## src/rtl/hash_msg_feeder.sv

```systemverilog
// hash_msg_feeder: buffers one byte-stream message, then replays it to the
// hash core one M_valid pulse per byte and captures the resulting digest.
// Optional build macro FEEDER_TIMEOUT_EN adds a WAIT_HI watchdog (TIMEOUT
// parameter) that aborts the message and pulses err_timeout.
//
// state   | meaning
// --------+-------------------------------------------------------------
// COLLECT | accept beats into the buffer, count length
// DROP    | discard the rest of an overlong message
// ISSUE   | wait for hash_ready, then pulse M_valid with the next byte
// WAIT_LO | one cycle ignoring hash_ready while the core drops it
// WAIT_HI | wait for the core to become ready again
// DONE    | capture digest, pulse digest_valid, return to COLLECT
module hash_msg_feeder #(
    parameter int DEPTH = 64
`ifdef FEEDER_TIMEOUT_EN
    , parameter int TIMEOUT = 1024
`endif
) (
    input  logic        clk,
    input  logic        rst_n,
    input  logic        in_valid,
    output logic        in_ready,
    input  logic [7:0]  in_data,
    input  logic        in_last,
    input  logic        in_empty,
    output logic        M_valid,
    output logic [7:0]  message,
    output logic [63:0] counter,
    input  logic        hash_ready,
    input  logic [31:0] digest_in,
    output logic [31:0] digest_out,
    output logic        digest_valid,
    output logic        busy,
    output logic        err_overflow
`ifdef FEEDER_TIMEOUT_EN
    , output logic      err_timeout
`endif
);

    localparam int LW = $clog2(DEPTH + 1);
    localparam int PW = $clog2(DEPTH);

    typedef enum logic [2:0] {COLLECT, DROP, ISSUE, WAIT_LO, WAIT_HI, DONE} state_t;

    state_t        state, state_nxt;
    logic [7:0]    msg_buf [DEPTH];
    logic [PW-1:0] wr_ptr, rd_ptr;
    logic [LW-1:0] len, sent;
    logic          drop_done;
    logic          beat, full, has_byte, store, overflow_beat, remaining;
    logic          timeout_hit;

    assign beat          = in_valid & in_ready;
    assign full          = (len == LW'(DEPTH));
    assign has_byte      = ~(in_last & in_empty);
    assign store         = beat && (state == COLLECT) && !full && has_byte;
    assign overflow_beat = beat && (state == COLLECT) && full && has_byte;
    assign remaining     = (sent < len);

`ifdef FEEDER_TIMEOUT_EN
    localparam int TW = $clog2(TIMEOUT + 1);
    logic [TW-1:0] tmr;
    assign timeout_hit = (state == WAIT_HI) && !hash_ready && (tmr == '0);
`else
    assign timeout_hit = 1'b0;
`endif

    // State register
    always_ff @(posedge clk or negedge rst_n) begin
        if (!rst_n) state <= COLLECT;
        else        state <= state_nxt;
    end

    // Next-state logic
    always_comb begin
        state_nxt = state;
        case (state)
            COLLECT: if (beat) begin
                if (overflow_beat) state_nxt = DROP;
                else if (in_last)  state_nxt = ISSUE;
            end
            DROP:    if (drop_done || (beat && in_last)) state_nxt = COLLECT;
            ISSUE:   if (hash_ready) state_nxt = WAIT_LO;
            WAIT_LO: state_nxt = WAIT_HI;
            WAIT_HI: begin
                if (hash_ready)       state_nxt = remaining ? ISSUE : DONE;
                else if (timeout_hit) state_nxt = COLLECT;
            end
            DONE:    state_nxt = COLLECT;
            default: state_nxt = COLLECT;
        endcase
    end

    // Output decode; the single DROP cycle after an overflowing last beat
    // refuses input so the next message's first beat is not swallowed
    always_comb begin
        busy     = (state != COLLECT);
        in_ready = (state == COLLECT) || ((state == DROP) && !drop_done);
    end

    // Message buffer write (contents need no reset)
    always_ff @(posedge clk) begin
        if (store) msg_buf[wr_ptr] <= in_data;
    end

    // Pointers, length, registered outputs and error flags
    always_ff @(posedge clk or negedge rst_n) begin
        if (!rst_n) begin
            wr_ptr       <= '0;
            rd_ptr       <= '0;
            len          <= '0;
            sent         <= '0;
            drop_done    <= 1'b0;
            M_valid      <= 1'b0;
            message      <= 8'h00;
            counter      <= 64'd0;
            digest_out   <= 32'd0;
            digest_valid <= 1'b0;
            err_overflow <= 1'b0;
`ifdef FEEDER_TIMEOUT_EN
            err_timeout  <= 1'b0;
            tmr          <= '0;
`endif
        end else begin
            M_valid      <= 1'b0;
            digest_valid <= 1'b0;
`ifdef FEEDER_TIMEOUT_EN
            err_timeout  <= 1'b0;
`endif
            case (state)
                COLLECT: begin
                    if (store) begin
                        wr_ptr <= wr_ptr + 1'b1;
                        len    <= len + 1'b1;
                    end
                    if (overflow_beat) begin
                        err_overflow <= 1'b1;
                        drop_done    <= in_last;
                    end else if (beat) begin
                        err_overflow <= 1'b0;
                    end
                end
                DROP: if (drop_done || (beat && in_last)) begin
                    wr_ptr    <= '0;
                    rd_ptr    <= '0;
                    len       <= '0;
                    sent      <= '0;
                    drop_done <= 1'b0;
                end
                ISSUE: if (hash_ready) begin
                    M_valid <= 1'b1;
                    message <= (len == '0) ? 8'h00 : msg_buf[rd_ptr];
                    counter <= {{(64-LW){1'b0}}, len};
                    rd_ptr  <= rd_ptr + 1'b1;
                    sent    <= sent + 1'b1;
                end
`ifdef FEEDER_TIMEOUT_EN
                WAIT_LO: tmr <= TW'(TIMEOUT - 1);
`endif
                WAIT_HI: begin
`ifdef FEEDER_TIMEOUT_EN
                    if (tmr != '0) tmr <= tmr - 1'b1;
                    if (timeout_hit) err_timeout <= 1'b1;
`endif
                    if (timeout_hit) begin
                        wr_ptr <= '0;
                        rd_ptr <= '0;
                        len    <= '0;
                        sent   <= '0;
                    end
                end
                DONE: begin
                    digest_out   <= digest_in;
                    digest_valid <= 1'b1;
                    wr_ptr       <= '0;
                    rd_ptr       <= '0;
                    len          <= '0;
                    sent         <= '0;
                end
                default: ;
            endcase
        end
    end

endmodule

```

## config.mk

```make
export PLATFORM = sky130hd
export DESIGN_NAME = hash_msg_feeder
export DESIGN_NICKNAME = d
export VERILOG_FILES = /design/src/rtl/hash_msg_feeder.sv
export SDC_FILE = /design/constraint.sdc
export NUM_CORES = 1
export LEC_CHECK = 0
export ABC_AREA = 1
export BUFFER_PORTS_ARGS = -buffer_cell sky130_fd_sc_hd__buf_2
export CORE_MARGIN = 5
export CORE_UTILIZATION = 40
export DETAILED_ROUTE_END_ITERATION = 12
export PLACE_DENSITY_LB_ADDON = 0.12
export REMOVE_ABC_BUFFERS = 1
export SYNTH_ARGS = -nofsm -noshare
export SYNTH_HDL_FRONTEND = slang
export SYNTH_SLANG_ARGS = --single-unit
export TNS_END_PERCENT = 20
```

## constraint.sdc

```tcl
create_clock -name clk -period 4.1 [get_ports clk]
set_input_delay 0.82 -clock clk [delete_from_list [all_inputs] [get_ports clk]]
set_output_delay 0.82 -clock clk [all_outputs]
set_load 0.01 [all_outputs]
```

==> results of run 1 <==
flip-flops by register name (all words and copies together) (netlist names):
register	count
msg_buf	512
digest_out	32
message	8
counter	7
len	7
sent	7
rd_ptr	6
wr_ptr	6
state	3
M_valid	1
digest_valid	1
drop_done	1
err_overflow	1
worst max-delay path by stage:
stage,from,to,cells past startpoint
floorplan,rd_ptr[0],message[1],11
global placement,in_valid,msg_buf[12][1],7
detailed placement,in_valid,msg_buf[16][0],7
CTS,state[0],msg_buf[16][0],9
global route,state[0],msg_buf[37][7],9
finish,state[0],msg_buf[33][1],9
routing by layer:
metal / vias to the layer above / wire length, um / track usage, %
met5: - / 0 / 0
met4: 0 / 1414 / 5.460
met3: 101 / 4196 / 3.233
met2: 549 / 32370 / 32.58
met1: 8174 / 29830 / 27.58
li1: 7858 / - / -
stage by stage:
step           TNS, ns  power [mW]  setup WS, ns  hold slack [ns]
2_1_floorplan   -43.85       10.85        -4.820           0.4699
3_3_place_gp         0       12.70        0.9942           0.4536
3_5_place_dp         0       12.74        0.9464           0.4529
4_1_cts              0       18.36         1.103           0.2965
5_1_grt              0       19.24        0.9309           0.3394
6_report             0       18.20         1.101           0.2882
Yosys cell counts (all sizes together) (4+ instances only):
| cell | instances | area (sq um) |
|---|---|---|
| buf | 138 | 849.6 |
| nand4 | 4 | 25.02 |
| inv | 35 | 131.4 |
| dfrtp | 80 | 2002 |
| clkbuf | 39 | 146.4 |
| nand2 | 837 | 3164 |
| nand3 | 462 | 2342 |
| o21ai | 25 | 128.9 |
| edfxtp | 512 | 15370 |
| a21oi | 18 | 120.1 |
| nor3 | 6 | 46.30 |
| ha | 11 | 137.6 |
| nor2 | 88 | 352.8 |
cell type report:
type	count	area share (%)
well taps	837	3.737
clock inverters	24	0.7055
inverters	38	0.5403
repair buffers	125	2.715
multi-input cells	1524	23.73
flip-flops and latches	592	62.05
clock buffers	88	6.524
power breakdown:
part | internal [mW] | leakage [nW] | switching, mW | total, mW
combinational | 1.50 | 4.09 | 3.88 | 5.38
sequential | 6.89 | 5.58 | 0.336 | 7.22
clock | 3.26 | 0.992 | 2.34 | 5.60
cells by family (layout without fill, tap and decap cells):
family          Yosys count  count (layout)
compound gates           49              49
xor+xnor                  3               3
fa+ha+maj                11              11
buf+inv                 215             275
flops                   592             592
other cells               1              57
simple gates           1404            1404
==> impl_metrics.json, run 1 <==
{
  "status": "completed",
  "drt-total-wl_um": 67820,
  "wl_per_cell_um": 21.01,
  "postCtsResizedCells": 0,
  "fp-row-count": 91,
  "numClockSinks": 592,
  "synth_top_family_by_area": "simple AND/OR/NAND/NOR gates",
  "grt_pass1_wl_um": 101400,
  "min-delay-path-class": "in2async",
  "drv_slew": 0,
  "synth_adder_area_share_pct": 0.5515,
  "gr-total-overflow": 0,
  "drtIter0Drc": 1396,
  "post_cts_buffers": 0,
  "core_area_sq_um": 61710,
  "synth_mux_area_share_pct": 0,
  "cts_buffer_depth": 3,
  "irDropWorstVdd_v": 0.0004066,
  "tritoncts": "yes",
  "synth_compound_area_share_pct": 1.178,
  "post-route-period-util_pct": 73.14,
  "relSlewSlack_pct": 31.78,
  "cts_hold_buf": 0,
  "synth-edff-count": 512,
  "antenna_found_initial": 0,
  "dp_hpwl_um": 41570,
  "worstPathCellList": "inv_2, nand2_2, nor2_4, nand2_2, a21oi_2, nand2_2, nor2_2, nand2_1, nor2_1",
  "dr_total_vias": 16680,
  "viasPerCell": 5.168,
  "antenna_left": 0,
  "synthFlopType": "edfxtp_1",
  "final_hold_viol_count": 0,
  "die_h_um": 259.8,
  "async_reset_ff_share_pct": 13.51,
  "num-fill-cells": 5847,
  "min_period_ns": 2.999,
  "crit_buf_inv": 1,
  "rsz0062_at_grt": "no",
  "dpl_cell_area_sq_um": 25990,
  "synthSimpleGateAreaFrac_pct": 23.95,
  "htree_levels": 3,
  "io_buffer_count": 97,
  "p_per_area_nw_per_um2": 649.5,
  "num_io_pins": 155,
  "critPathMaxFanout": 8,
  "drc": 0,
  "reg2reg_from": "state[0]",
  "seq_area_sq_um": 17390,
  "critPathCaptureType": "register",
  "worst_path_max_delay_cell": "nor2_1",
  "finish.utilization_pct": 45.41,
  "ys_types": 40,
  "ys_seq_area_share_pct": 69.63,
  "crit_arrival_ns": 3.21,
  "antenna_cells": 0,
  "clockRootBuffer": "clkbuf_16",
  "grt_max_degree": 159,
  "start_util_pct": 40.44,
  "grt.total_usage_pct": 19.82,
  "path_delay_family": "simple AND/OR/NAND/NOR gates",
  "syn_avg_cell_area_sq_um": 10.97,
  "reg2reg_depth": 9,
  "r2r_end": "msg_buf[33][1]",
  "power.leakage_nw": 10.66,
  "clock_latency_ns": 0.61,
  "final_cell_area_sq_um": 28020,
  "fmax_mhz": 333.5,
  "skew_ns": 0.02233,
  "setup.worst_path.class": "reg2reg",
  "max-cap-violations": 0,
  "layout_common_cells": "nand2_1 (830), edfxtp_1 (512), nand3_1 (456)",
  "die_area_sq_um": 67490,
  "gp_congestion": 0.8182,
  "multi_input_area_sq_um": 6650,
  "synth_xor_area_share_pct": 0.1053,
  "die_w_um": 259.8,
  "max_stage_delay_ns": 0.74,
  "cts_buffers": 66,
  "report.final.setup_viol": 0,
  "nets": 2404,
  "synth_seq_cells": 592,
  "path_clk_slew_ns": 0.06,
  "r2r_slack_ns": 1.10,
  "area_delta_synth_final_pct": 12.28,
  "first_pass_iters": 6,
  "final_common_cell": "nand2_1",
  "crit_required_ns": 4.31,
  "stdcell_count": 3228,
  "final_layout_size_suffix_gt1_share_pct": 10.41,
  "yosysWarnings": 0,
  "crit_top_cell": "nand2_2",
  "syn-instance-count": 2275,
  "tightest_slew_ns": 1.017,
  "start_kind": "register",
  "synth_area_sq_um": 24960,
  "dpl.cell_count": 3116,
  "grt_pass1_vias": 16380
}
Power figures use the tool's default switching activity.
==> inputs of run 2 (changes only) <==
ABC_AREA = 0   (was 1)
clock period = 2.6 ns   (was 4.1 ns; I/O delays follow)
==> impl_metrics.json, run 2 <==
{
  "status": "completed",
  "stdcell_count": 2503,
  "routed-wl-met2_um": 29340,
  "max-cap-violations": 0,
  "numClockSinks": 592,
  "syn_avg_cell_area_sq_um": 17.18,
  "tritoncts": "yes",
  "area_delta_synth_final_pct": 17.93,
  "dpl_worst_slack_ns": -0.1387,
  "ys_types": 60,
  "ys_seq_area_share_pct": 71.45,
  "wl_per_cell_um": 24.34,
  "grt.total_usage_pct": 18.44,
  "post-route-period-util_pct": 98.38,
  "yosysTopAreaCell": "edfxtp_1",
  "core_area_sq_um": 60250,
  "gp_congestion": 0.8077,
  "drc": 0,
  "die_w_um": 256.6,
  "hold_path.startpoint": "digest_in[11]",
  "skew_ns": 0.01504,
  "crit_arrival_ns": 3.02,
  "layout_common_cells": "edfxtp_1 (512), buf_4 (152), nand2_1 (134)",
  "worstSetupStartpoint": "rd_ptr[0]",
  "critPathMaxFanout": 14,
  "clock_latency_ns": 0.59,
  "dpl.cell_count": 2380,
  "grt_pass1_vias": 13450,
  "grt_pass1_wl_um": 91730,
  "whs_ns": 0.1217,
  "crit_required_ns": 3.06,
  "viasPerCell": 5.233,
  "maxUsedRoutingLayer": "met5",
  "dr_total_vias": 13100,
  "synth_seq_cells": 592,
  "fp-row-count": 90,
  "drtIter0Drc": 1114,
  "clockRootBuffer": "clkbuf_16",
  "final_common_cell": "edfxtp_1",
  "top_register": "msg_buf",
  "synth_top_area_share_pct": 63.22,
  "relSlewSlack_pct": 18.27,
  "wl_met3_um": 2735,
  "antenna_left": 0,
  "largest_reg_flops": 512,
  "rsz0062_at_grt": "yes",
  "drv_slew": 0,
  "yosysWarnings": 0,
  "syn-instance-count": 1416,
  "start_kind": "register",
  "synthTopCellsByArea": "edfxtp_1 (63%), dfrtp_1 (8.2%), mux4_2 (5.6%), mux2i_1 (4.7%), mux4_1 (2.2%)",
  "nets": 1730,
  "cts_buffers": 66,
  "min_period_ns": 2.558,
  "synthTopCellsByCount": "edfxtp_1 (512), nand2_1 (134), mux2i_1 (115)",
  "synthFlopType": "edfxtp_1",
  "irDropWorstVdd_v": 0.0005629,
  "r2r_slack_ns": 0.04,
  "critPathCaptureType": "register",
  "die_area_sq_um": 65830,
  "setup_ws_ns": 0.04221,
  "final_hold_viol_count": 0,
  "grt_max_degree": 73,
  "async_reset_ff_share_pct": 13.51,
  "synth_area_sq_um": 24320,
  "synth.most_common_cell": "edfxtp_1",
  "reg2reg_from": "rd_ptr[0]",
  "fmax_mhz": 391.0,
  "num-fill-cells": 5177,
  "io_buffer_count": 97,
  "p_per_area_nw_per_um2": 977.3,
  "drt-total-wl_um": 60920,
  "cts_buffer_depth": 3,
  "synth-edff-count": 512,
  "antenna_found_initial": 1,
  "die_h_um": 256.6,
  "final_layout_size_suffix_gt1_share_pct": 26.92,
  "setup.worst_path.class": "reg2reg",
  "power.leakage_nw": 10.22,
  "dp_hpwl_um": 39390,
  "first_pass_iters": 5,
  "num_io_pins": 155,
  "report.final.setup_viol": 0,
  "top_regs": "msg_buf (512), digest_out (32), message (8)",
  "met1_length_um": 27750,
  "start_util_pct": 40.37,
  "path_clk_slew_ns": 0.06,
  "htree_levels": 3,
  "gr-total-overflow": 0,
  "tightest_slew_ns": 1.221,
  "min-delay-path-class": "in2reg"
}
-- run 2: cell count changes in the layout (fill, tap and decap cells not counted), moves of 13 or more --
| cell | delta |
|---|---|
| nand2_1 | -696 |
| mux2i_1 | +114 |
| buf_4 | +128 |
| inv_1 | -18 |
| mux4_2 | +62 |
| mux4_1 | +19 |
| a22o_1 | +19 |
| nand3_1 | -442 |
| mux2_2 | +16 |
| a22oi_1 | +20 |
| nor2b_1 | +13 |
-- run 2: worst paths after layout --
| check | end | cells past startpoint |
|---|---|---|
| min in group asynchronous | digest_out[22] | 2 |
| worst max-delay path | message[1] | 7 |
| worst min register to register | digest_out[8] | 2 |
| worst min-delay path | digest_out[11] | 3 |
| max in group asynchronous | wr_ptr[1] | 3 |
| worst max register to register | message[1] | 7 |
-- run 2: layout make-up --
type | count | area, sq um | share of cell area (%)
Antenna cell | 1 | 2.502 | 0.008724
Clock buffer | 90 | 1858 | 6.478
Clock inverter | 25 | 136.4 | 0.4755
Inverter | 11 | 41.29 | 0.1440
Multi-Input combinational cell | 733 | 6226 | 21.71
Sequential cell | 592 | 17390 | 60.61
Tap cell | 782 | 978.4 | 3.411
Timing Repair Buffer | 269 | 2054 | 7.163
-- run 2: power by group --
group / leakage, nW / switching (mW) / internal, mW
sequential: 5.57 / 0.469 / 10.9
clock: 0.971 / 3.58 / 5.08
combinational: 3.68 / 4.40 / 3.62
total: 10.2 / 8.45 / 19.6
-- run 2: worst max-delay path, stage by stage (launching register included) --
cell and delay [ns]:
dfrtp_4 0.45, buf_12 0.15, buf_16 0.17, mux4_1 0.58, mux2_2 0.30, o22ai_1 0.28
a211oi_1 0.10, a221o_1 0.36
-- run 2: cells by family (layout without fill, tap and decap cells) --
kind of cell / Yosys count / after routing / synth area share, %
flops: 592 / 592 / 71.45
simple gates: 292 / 292 / 5.330
mux: 212 / 212 / 13.28
compound gates: 150 / 150 / 4.687
buf+inv: 147 / 395 / 4.275
fa+ha+maj: 11 / 11 / 0.5659
xor+xnor: 11 / 11 / 0.3962
other cells: 1 / 58 / 0.01542
-- run 2: per-layer routing --
| metal | GRT usage (%) | vias up |
|---|---|---|
| li1 | - | 5922 |
| met1 | 26.67 | 6770 |
| met2 | 29.65 | 314 |
| met3 | 3.257 | 89 |
| met4 | 4.056 | 2 |
| met5 | 0 | - |
-- run 2: stage by stage --
stage | TNS (ns) | power (mW) | cell area (sq um) | util (%)
6_report | 0 | 28.03 | 28680 | 47.61
5_1_grt | -0.1519 | 29.38 | 28680 | 47.61
4_1_cts | 0 | 28.25 | 28600 | 47.47
3_5_place_dp | -2.157 | 19.32 | 26470 | 43.93
3_3_place_gp | -2.565 | 19.29 | 26470 | 43.93
2_1_floorplan | -65.31 | 15.33 | 23530 | -
-- run 2: timing repair --
action	4_1_cts	5_1_grt
setup buffers	2	3
resized for setup	10	12
endpoints found under the setup margin	16	135
cloned	1	0
hold endpoints to repair	43	0
hold buffers	1	0
pin swaps	0	2
